==> src/rtl/debounce_multi.sv <==
// N-channel button conditioner: 2-FF sync, per-channel debounce counter, and
// a hold FSM that emits press/release/long/auto-repeat single-cycle strobes.
//
// state       | meaning
// ------------+---------------------------------------------------------
// S_IDLE      | debounced level is 0, hold counter idle
// S_WAIT_LONG | level is 1, counting towards the long-press strobe
// S_REPEAT    | long strobe issued, emitting repeat strobes periodically
// S_DONE      | long strobe issued and repeat disabled, waiting for fall
module debounce_multi #(
  parameter int unsigned N_CH           = 4,
  parameter int unsigned ACTIVE_LOW     = 0,
  parameter int unsigned CNT_W          = 23,
  parameter int unsigned DEBOUNCE_COUNT = 5_000_000,
  parameter int unsigned HOLD_W         = 28,
  parameter int unsigned LONG_COUNT     = 100_000_000,
  parameter int unsigned REPEAT_COUNT   = 20_000_000
) (
  input  logic            clk,
  input  logic            nrst,
  input  logic [N_CH-1:0] button_in,
  output logic [N_CH-1:0] level_out,
  output logic [N_CH-1:0] press_pulse,
  output logic [N_CH-1:0] release_pulse,
  output logic [N_CH-1:0] long_pulse,
  output logic [N_CH-1:0] repeat_pulse
);

  localparam logic [CNT_W-1:0]  DB_LAST   = CNT_W'(DEBOUNCE_COUNT - 1);
  localparam logic [HOLD_W-1:0] LONG_LAST = HOLD_W'(LONG_COUNT - 1);
  localparam logic [HOLD_W-1:0] REP_LAST  =
    (REPEAT_COUNT == 0) ? '0 : HOLD_W'(REPEAT_COUNT - 1);

  typedef enum logic [1:0] {
    S_IDLE,
    S_WAIT_LONG,
    S_REPEAT,
    S_DONE
  } hold_state_t;

  logic [N_CH-1:0] pin;

  assign pin = (ACTIVE_LOW != 0) ? ~button_in : button_in;

  for (genvar i = 0; i < N_CH; i++) begin : g_ch
    logic              sync0, sync1, level;
    logic              accept, rise, fall;
    logic              press_q, release_q, long_q, repeat_q;
    logic              long_nxt, repeat_nxt;
    logic [CNT_W-1:0]  db_cnt;
    logic [HOLD_W-1:0] hold_cnt, hold_cnt_nxt;
    hold_state_t       state, state_nxt;

    // Accept a change only when the mismatch has persisted for the full count.
    assign accept = (sync1 != level) && (db_cnt == DB_LAST);
    assign rise   = accept && sync1;
    assign fall   = accept && !sync1;

    always_ff @(posedge clk or negedge nrst) begin
      if (!nrst) begin
        sync0     <= 1'b0;
        sync1     <= 1'b0;
        level     <= 1'b0;
        db_cnt    <= '0;
        press_q   <= 1'b0;
        release_q <= 1'b0;
      end else begin
        sync0     <= pin[i];
        sync1     <= sync0;
        press_q   <= rise;
        release_q <= fall;
        if (sync1 == level) begin
          db_cnt <= '0;
        end else if (accept) begin
          level  <= sync1;
          db_cnt <= '0;
        end else begin
          db_cnt <= db_cnt + CNT_W'(1);
        end
      end
    end

    always_ff @(posedge clk or negedge nrst) begin
      if (!nrst) begin
        state    <= S_IDLE;
        hold_cnt <= '0;
        long_q   <= 1'b0;
        repeat_q <= 1'b0;
      end else begin
        state    <= state_nxt;
        hold_cnt <= hold_cnt_nxt;
        long_q   <= long_nxt;
        repeat_q <= repeat_nxt;
      end
    end

    // An accepted fall overrides everything, so no hold strobe can share its cycle.
    always_comb begin
      state_nxt    = state;
      hold_cnt_nxt = hold_cnt;
      if (fall) begin
        state_nxt    = S_IDLE;
        hold_cnt_nxt = '0;
      end else begin
        case (state)
          S_IDLE: begin
            if (rise) begin
              state_nxt    = S_WAIT_LONG;
              hold_cnt_nxt = '0;
            end
          end
          S_WAIT_LONG: begin
            if (hold_cnt == LONG_LAST) begin
              state_nxt    = (REPEAT_COUNT == 0) ? S_DONE : S_REPEAT;
              hold_cnt_nxt = '0;
            end else begin
              hold_cnt_nxt = hold_cnt + HOLD_W'(1);
            end
          end
          S_REPEAT: begin
            if (hold_cnt == REP_LAST) hold_cnt_nxt = '0;
            else                      hold_cnt_nxt = hold_cnt + HOLD_W'(1);
          end
          S_DONE: begin
            hold_cnt_nxt = hold_cnt;
          end
          default: begin
            state_nxt    = S_IDLE;
            hold_cnt_nxt = '0;
          end
        endcase
      end
    end

    always_comb begin
      long_nxt   = 1'b0;
      repeat_nxt = 1'b0;
      if (!fall) begin
        long_nxt   = (state == S_WAIT_LONG) && (hold_cnt == LONG_LAST);
        repeat_nxt = (state == S_REPEAT) && (hold_cnt == REP_LAST);
      end
    end

    assign level_out[i]     = level;
    assign press_pulse[i]   = press_q;
    assign release_pulse[i] = release_q;
    assign long_pulse[i]    = long_q;
    assign repeat_pulse[i]  = repeat_q;
  end

endmodule

==> config.mk <==
export PLATFORM = sky130hd
export DESIGN_NAME = debounce_multi
export DESIGN_NICKNAME = d
export VERILOG_FILES = /design/src/rtl/debounce_multi.sv
export SDC_FILE = /design/constraint.sdc
export NUM_CORES = 1
export LEC_CHECK = 0
export CAP_MARGIN = 25
export CORE_MARGIN = 5
export CORE_UTILIZATION = 50
export CTS_CLUSTER_DIAMETER = 40
export CTS_CLUSTER_SIZE = 25
export DETAILED_ROUTE_END_ITERATION = 6
export GPL_TIMING_DRIVEN = 1
export PLACE_DENSITY = 0.66
export SLEW_MARGIN = 20
export SYNTH_ARGS = -nofsm -noshare
export SYNTH_HDL_FRONTEND = slang
export SYNTH_SLANG_ARGS = --single-unit
==> constraint.sdc <==
create_clock -name clk -period 3.3 [get_ports clk]
set_clock_uncertainty 0.15 [all_clocks]
set_input_delay 0.99 -clock clk [delete_from_list [all_inputs] [get_ports clk]]
set_output_delay 0.99 -clock clk [all_outputs]
set_load 0.05 [all_outputs]
; ---- Word level (Yosys, flattened, before mapping)
; Index checks and enable logic that the tools add are counted.
[classes]
bitwise_logic = 4
add_sub_neg = 8
n_reduce_logical = 44
n_eq_ne = 44
n_mux = 52
[ops]
columns = cell, count
row1 = 28-bit two-way mux, 16
row2 = 28-bit one-hot mux with 3 select lines, 4
row3 = 23-bit two-way mux, 8
row4 = "28-bit by 1-bit adder with 28-bit output, second input constant", 4
row5 = "28-bit by 25-bit == test with 1-bit output, second input constant", 4
row6 = "28-bit by 27-bit == test with 1-bit output, second input constant", 4
row7 = "23-bit by 1-bit adder with 23-bit output, second input constant", 4
row8 = "23-bit == test, second input constant", 4
row9 = 2-bit two-way mux, 12
row10 = "3-bit != test, second input constant", 8
row11 = 1-bit logical AND, 20
row12 = "2-bit == test, second input constant", 8
row13 = 2-bit one-hot mux with 2 select lines, 4
row14 = 2-bit AND reduction, 8
row15 = 3-bit AND reduction, 4
row16 = 3-bit nonzero test, 4
row17 = "2-bit by 1-bit == test with 1-bit output, second input constant", 4
row18 = 2-bit logical NOT, 4
row19 = 1-bit two-way mux, 8
row20 = "2-bit != test, second input constant", 4
row21 = 1-bit == test, 4
row22 = 1-bit logical NOT, 4
row23 = 1-bit != test, 4
row24 = 1-bit inverter, 4
[totals]
wordCells = 192
input_bits = 6
register_bits = 240
output_inout_bits = 20

; ---- Longest topological paths before layout
; Gate-level depths: netlist (run 1).
[depth]
depth_word = 6
ltp_mapped = 10
mapped_depth_nobuf = 7

; ---- Worst setup path before layout (run 1)
; Ideal clock, no wire load.
[synth_timing]
kind = flip-flop to flip-flop
start = register g_ch[1].db_cnt[0]
end = register g_ch[1].hold_cnt[12]
t_arrival_ns = 2.212
period_less_slack_ns = 2.483
t_required_ns = 3.029
path_buffers = 3
slack_ns = 0.817
setup_ns = 0.121
path_stages_with_launch = 11
path_cell_list = dfrtp_1 -> ha_1 -> nand3_1 -> or3_1 -> buf_2 -> nor4_4 -> buf_4 -> nor2_1 -> buf_2 -> a21o_1 -> a22o_1
[synth_between]
elab_chain_cells = 5
word_cells_on_any_way = 8
classes_between = eq/ne: 3 / mux: 1 / reduce/logical: 4
[synth_rtl]
columns = item, line_no
row1 = start: declaration, 50  ; logic [CNT_W-1:0] db_cnt;
row2 = start signal: assignment, 78  ; db_cnt <= db_cnt + CNT_W'(1);
row3 = 23-bit == test (*), 55  ; assign accept = (sync1 != level) && (db_cnt == DB_LAST);
row4 = 1-bit logical AND (*), 55
row5 = 1-bit logical AND (*), 57  ; assign fall = accept && !sync1;
row6 = net g_ch[1].fall, 47  ; logic accept, rise, fall;
row7 = 3-bit != test (no source line) / 2-bit != test (equally long branches), --
row8 = 2-bit AND reduction (no source line), --
row9 = end signal: assignment, 91  ; hold_cnt <= hold_cnt_nxt;
row10 = end: declaration, 51  ; logic [HOLD_W-1:0] hold_cnt, hold_cnt_nxt;
; Mark *: on every way through the listed nets, which the timed path passes. The rest lies on a longest branch.
; A chain may end at the register's enable or synchronous reset.

; ---- Final worst setup path (run 1)
[layout_timing]
start = register g_ch[2].level
end = output port level_out[2]
[layout_lines]
columns = item, line_no
row1 = start: declaration, 46  ; logic sync0, sync1, level;
row2 = start signal: assignment, 75  ; level <= sync1;
row3 = end: declaration, 22  ; output logic [N_CH-1:0] level_out,
; No word-level cell between the ends.

==> results.yml, run 1 <==
power:
  peakVddDrop_uv: 443
  power_frac_comb: 0.017
  powerDensity_nw_per_um2: 473
  internal_power_uw: 5560
  swShare: 0.219
  power_frac_clock: 0.565
  p_seq_frac: 0.418
  total_power_uw: 7120
  p_leak_uw: 0.00622
  p_switching_uw: 1560
synthesis:
  ys_ff_latch: 240
  synth_area_per_cell_um2: 9.39
  synth_top_area_frac: 0.457
  synth_edf_count: 0
  synth_most_common_cell: "dfrtp_1"
  yosys_most_used_dff: "dfrtp_1"
  synthesis.instances: 1399
  ys_types: 84
  yosys-top-cells-count: "dfrtp_1, nor2_1, nand2_1"
  synth.top_cells.by_area: "dfrtp_1, nor2_1, xor2_1"
  ys_async_sr_fraction: 1.00
  synth_fp_nets: 1429
  yosysSeqAreaShare: 0.457
  synth_area_um2: 13100
  yosys_warnings: 0
  synth_top_area_cell: "dfrtp_1"
worst_setup_path:
  reg2reg_to: "g_ch[1].hold_cnt[24]"
  r2r_cells: 7
  critical_path_class: "reg -> out"
  crit_path_max_fanout: 5
  path_cells: "clkdlybuf4s50_1"
  arrival_ns: 1.75
  max_stage_delay_ns: 0.84
  path_delay_family: "buffers and inverters"
  end_kind: "output port"
  cp-start-kind: "register"
  required_ns: 2.16
  r2r_setup_slack_ns: 0.46
  cp.buffers_inverters: 1
  slowest_stage: "clkdlybuf4s50_1"
  timing.rr.start: "g_ch[1].db_cnt[0]"
global_route:
  grt.busiest_layer: "met2"
  gr-usage-met1: 0.274
  grt_antenna_before_repair: 0
  grt_pass1_vias: 10095
  grt_pass1_wl_mm: 48.4
  use_met2: 0.303
  grt_util_met3: 0.0306
  grt-ovfl-total: 0
  grtUsageTotal: 0.191
  grt_max_degree: 66
die:
  start_util: 0.505
  die-area_um2: 29600
  io_pins: 26
  fp.dieH_um: 172
  rows: 59
  dieWidth_um: 172
  core_region_area_um2: 26000
clock_network:
  numCtsBuffers: 38
  clock-sinks: 240
  ctsRootBufferMaster: "clkbuf_16"
  cts_max_path_buffers: 3
  post_cts_buffers: 0
  clock_latency_ns: 0.51
  cts_resized: 0
  cts_tree: "built"
  holdBufCountCts: 0
  cts.htree.levels: 2
  path_clk_slew_ns: 0.05
sta:
  fmax_mhz: 346
  drv_slew: 0
  tns_ns: 0
  hold_viol_final: 0
  finalCritPeriodShare: 0.877
  rsz0062_at_grt: "no"
  relSlewSlack: 0.477
  worst_pin_slew_ns: 0.777
  setup_viol: 0
  setup_slack_ns: 0.406
  post-route-min-period_ns: 2.89
routing:
  drt-initial-drc-count: 794
  route.detailed.drc: 0
  vias_per_cell: 5.86
  drtPass1Iterations: 5
  vias: 10507
  detail_route.wirelength_mm: 27.8
  wl_per_cell_um: 15.5
  drtAntennaViolNets: 0
placed_design:
  dp_hpwl_mm: 18.5
  placed_cell_area_um2: 13700
  dpl_worst_slack_ns: 0.408
  portBuffers: 25
  place_congestion: 0.852
min_path:
  min_from: "g_ch[1].sync0"
  hold_depth: 0
  holdPathEnd: "g_ch[1].sync1"
  min_path_type: "reg -> reg"
layout:
  final_area_um2: 15100
  n_antenna_cell: 0
  fin_util: 0.579
  layout-drive-gt1-share: 0.0913
  fillers: 2284
  multi_input_area_um2: 6620
  fin_nets: 1457
  seqCellArea_um2: 6010
  syn2layout_area_growth_pct: 14.6
run:
  drv_cap: 0
status:
  status: "finished, final reports clean"
==> cell families (layout without fill, tap and decap cells) <==
kind of cell	count (synthesis)	in the layout	share of synthesized area
DFF	240	240	0.457
and+or+nand+nor	664	664	0.272
AOI/OAI and AO/OA	256	256	0.139
adders and majority gates	24	24	0.0229
xor gates and xnor gates	90	90	0.0606
muxes	11	11	0.00857
buffers and inverters	114	172	0.0404
==> state kept, by name, indices dropped and copies added, names as in the netlist <==
signal / flops
g_ch.long_q: 4
g_ch.press_q: 4
g_ch.db_cnt: 92
g_ch.release_q: 4
g_ch.state: 8
g_ch.level: 4
g_ch.sync0: 4
g_ch.sync1: 4
g_ch.repeat_q: 4
g_ch.hold_cnt: 112
==> per-layer routing <==
layer / part of all wire / up-vias
li1: - / 5156
met1: 0.50 / 5117
met2: 0.44 / 184
met3: 0.037 / 50
met4: 0.022 / 0
met5: 0 / -
==> worst max path at each step <==
stage / start / end / slack [ns] / cells after the start
3_5_place_dp: g_ch[1].db_cnt[0] / g_ch[1].hold_cnt[24] / 0.41 / 7
2_1_floorplan: g_ch[1].db_cnt[0] / g_ch[1].hold_cnt[12] / 0.82 / 10
3_3_place_gp: g_ch[0].db_cnt[0] / g_ch[0].hold_cnt[21] / 0.54 / 7
4_1_cts: g_ch[2].level / level_out[2] / 0.37 / 1
6_report: g_ch[2].level / level_out[2] / 0.41 / 1
5_1_grt: g_ch[3].db_cnt[15] / g_ch[3].hold_cnt[23] / 0.17 / 6
==> cells in the final DEF (no fill, tap or decap), types with 8 or more instances in the layout <==
cell type	count
dfrtp_1	240
nor2_1	146
nand2_1	131
nand3_1	97
xor2_1	57
nand4_1	51
inv_1	50
a21oi_1	47
clkbuf_16	41
o21ai_0	40
and3_1	36
o31ai_1	35
xnor2_1	32
nor3_1	31
ha_1	24
clkdlybuf4s50_1	24
nor4_1	23
buf_4	23
and2_1	21
or3_1	20
a22oi_1	18
or4_1	17
a21o_1	16
o2bb2a_1	16
nor4b_1	12
a22o_1	12
and4_1	11
or2_2	10
mux2i_1	9
o22ai_1	8
==> metrics by stage <==
stage | hold WS, ns | instances
after floorplan | 0.181 | 1399
after global placement | 0.182 | 1722
after CTS | 0.197 | 1792
final | 0.195 | 1792
after global routing | 0.207 | 1792
after detailed placement | 0.186 | 1722
==> power by group through the flow <==
stage                     sequential (µW)  clock (µW)  combinational, µW
after floorplan                      3030           0               36.2
after global placement               3030           0                124
after detailed placement             3030           0                125
after CTS                            2980        4140                125
after global routing                 2980        4270                140
final                                2980        4030                118
==> area by class of cell <==
type,instances,share of cell area
multi-input cells,1045,0.440
flip-flops and latches,240,0.399
clock buffers,47,0.0710
repair buffers,52,0.0338
well taps,335,0.0278
clock inverters,23,0.0161
inverters,50,0.0125
No activity file was read; power rests on OpenSTA's default activity.
==> inputs of run 2 (changes only) <==
--- a/config.mk
+++ b/config.mk
@@ -13,6 +13,7 @@
 export DETAILED_ROUTE_END_ITERATION = 6
 export GPL_TIMING_DRIVEN = 1
 export PLACE_DENSITY = 0.66
+export SETUP_SLACK_MARGIN = 0.4
 export SLEW_MARGIN = 20
 export SYNTH_ARGS = -nofsm -noshare
 export SYNTH_HDL_FRONTEND = slang
==> run 2 against run 1 <==
  * Maximum frequency up 3.0%
  * Via count up 0.50%
  * Total power about the same
  * Combinational power about the same
  * Worst setup slack better by 0.085 ns
  * Highest routed layer unchanged
==> results.yml, run 2 (synthesis results as in run 1) <==
status:
  status: "finished, final reports clean"
clock_network:
  cts.htree.levels: 2
  ctsRootBufferMaster: "clkbuf_16"
  clock_latency_ns: 0.51
  numCtsBuffers: 38
  cts_max_path_buffers: 3
  path_clk_slew_ns: 0.05
  cts_tree: "built"
  clock-sinks: 240
worst_setup_path:
  cp.buffers_inverters: 2
  end_kind: "register"
  crit_path_max_fanout: 24
  required_ns: 3.54
  cp-start-kind: "register"
  critical_path_class: "reg -> reg"
  max_stage_delay_ns: 0.48
  arrival_ns: 3.05
  crit_top_cell: "buf_4"
  path_cells: "ha_1 -> nand3_1 -> or3_4 -> nor4_4 -> buf_4 -> nor2_1 -> buf_4 -> a21o_1 -> a22o_1"
  r2r_setup_slack_ns: 0.49
  path_delay_family: "simple AND/OR/NAND/NOR gates"
  slowest_stage: "or3_4"
layout:
  largest_register_ffs: 112
  layout_commonest_cell: "dfrtp_1"
  n_antenna_cell: 0
  layout-drive-gt1-share: 0.0966
  top_regs: "g_ch.hold_cnt (112), g_ch.db_cnt (92), g_ch.state (8)"
  largest-register: "g_ch.hold_cnt"
  syn2layout_area_growth_pct: 15.1
  most-common-layout-cells: "dfrtp_1, nor2_1, nand2_1"
  fin_nets: 1459
  fin_util: 0.582
routing:
  vias_per_cell: 5.89
  wl_per_cell_um: 15.6
  detail_route.wirelength_mm: 28.1
  drt-initial-drc-count: 790
  route.detailed.drc: 0
  drtAntennaViolNets: 0
  drtPass1Iterations: 5
  vias: 10560
sta:
  tns_ns: 0
  fmax_mhz: 356
  drv_slew: 0
  rsz0062_at_grt: "yes"
  relSlewSlack: 0.468
  setup_viol: 0
  post-route-min-period_ns: 2.81
  finalCritPeriodShare: 0.851
  hold_viol_final: 0
  worst_pin_slew_ns: 0.791
die:
  dieWidth_um: 172
  fp.dieH_um: 172
  rows: 59
  start_util: 0.505
  die-area_um2: 29600
  core_region_area_um2: 26000
  io_pins: 26
placed_design:
  place_congestion: 0.852
  dp_hpwl_mm: 18.5
  portBuffers: 25
run:
  drv_cap: 0
power:
  total_power_uw: 7120
  powerDensity_nw_per_um2: 471
  p_leak_uw: 0.00631
  peakVddDrop_uv: 443
global_route:
  grt_pass1_vias: 10095
  use_met2: 0.303
  grt_pass1_wl_mm: 48.4
  grt_max_degree: 66
  grt.busiest_layer: "met2"
  grtUsageTotal: 0.191
  gr-usage-met1: 0.274
  grt_util_met3: 0.0306
  grt_antenna_before_repair: 0
  grt-ovfl-total: 0
min_path:
  min_path_type: "reg -> reg"
run 2: changes by cell type in the layout (fill, tap and decap cells not counted), sizes merged:
cell	before	now
dlymetal6s2s	0	2
buf	28	29
a211oi	4	5
dlygate4sd2	0	2
clkdlybuf4s50	24	20
run 2: stage by stage:
step / hold WS [ns] / instance area [µm²] / setup slack [ns] / std cells
CTS: 0.197 / 15000 / 0.400 / 1792
global placement: 0.182 / 13700 / 0.538 / 1722
finish: 0.195 / 15100 / 0.491 / 1794
floorplan: 0.181 / 13100 / 0.817 / 1399
global route: 0.207 / 15100 / 0.381 / 1794
detailed placement: 0.186 / 13700 / 0.408 / 1722
run 2: layer usage:
layer,vias up,routed length (µm)
met5,-,0
met4,0,591
met3,46,994
met2,171,12600
met1,5178,13900
li1,5165,-
run 2: final timing paths:
kind,start,cells past startpoint,end
worst max register to register,g_ch[1].db_cnt[0],9,g_ch[1].hold_cnt[10]
worst min-delay path,g_ch[1].sync0,0,g_ch[1].sync1
max in group asynchronous,nrst,2,g_ch[0].release_q
min in group asynchronous,nrst,1,g_ch[2].db_cnt[19]
worst min register to register,g_ch[1].sync0,0,g_ch[1].sync1
worst max-delay path,g_ch[1].db_cnt[0],9,g_ch[1].hold_cnt[10]
run 2: final cells by class:
| type | instances | area, µm² |
|---|---|---|
| repair buffers | 53 | 518 |
| clock inverters | 23 | 243 |
| flip-flops and latches | 240 | 6010 |
| well taps | 335 | 419 |
| multi-input cells | 1046 | 6680 |
| fillers | 2268 | 10900 |
| clock buffers | 47 | 1070 |
| inverters | 50 | 188 |
run 2: report_power, final:
part           switching (µW)  internal, µW  leakage (µW)
combinational            87.3          30.5       0.00235
clock                    1450          2570      0.000632
sequential               16.7          2960       0.00333
run 2: repair_timing:
| item | in CTS | in global routing |
|---|---|---|
| buffers inserted | 0 | 1 |
| gates resized for setup | 2 | 10 |
| endpoints found under the hold margin | 0 | 0 |
| pin swaps | 0 | 2 |
| cloned | 0 | 1 |
| hold buffers | 0 | 0 |
| endpoints found under the setup margin | 2 | 19 |
run 2: worst register-to-register path: stages, from the launching register on:
cell and delay, ns:
dfrtp_1 0.37, ha_1 0.20, nand3_1 0.14, or3_4 0.48, nor4_4 0.48, buf_4 0.20
nor2_1 0.04, buf_4 0.23, a21o_1 0.18, a22o_1 0.22
==> inputs of run 3 (changes only) <==
--- a/config.mk
+++ b/config.mk
@@ -5,7 +5,6 @@
 export SDC_FILE = /design/constraint.sdc
 export NUM_CORES = 1
 export LEC_CHECK = 0
-export CAP_MARGIN = 25
 export CORE_MARGIN = 5
 export CORE_UTILIZATION = 50
 export CTS_CLUSTER_DIAMETER = 40
==> results of run 3 <==
Final layout, timing and power as in run 2 (identical DEF).
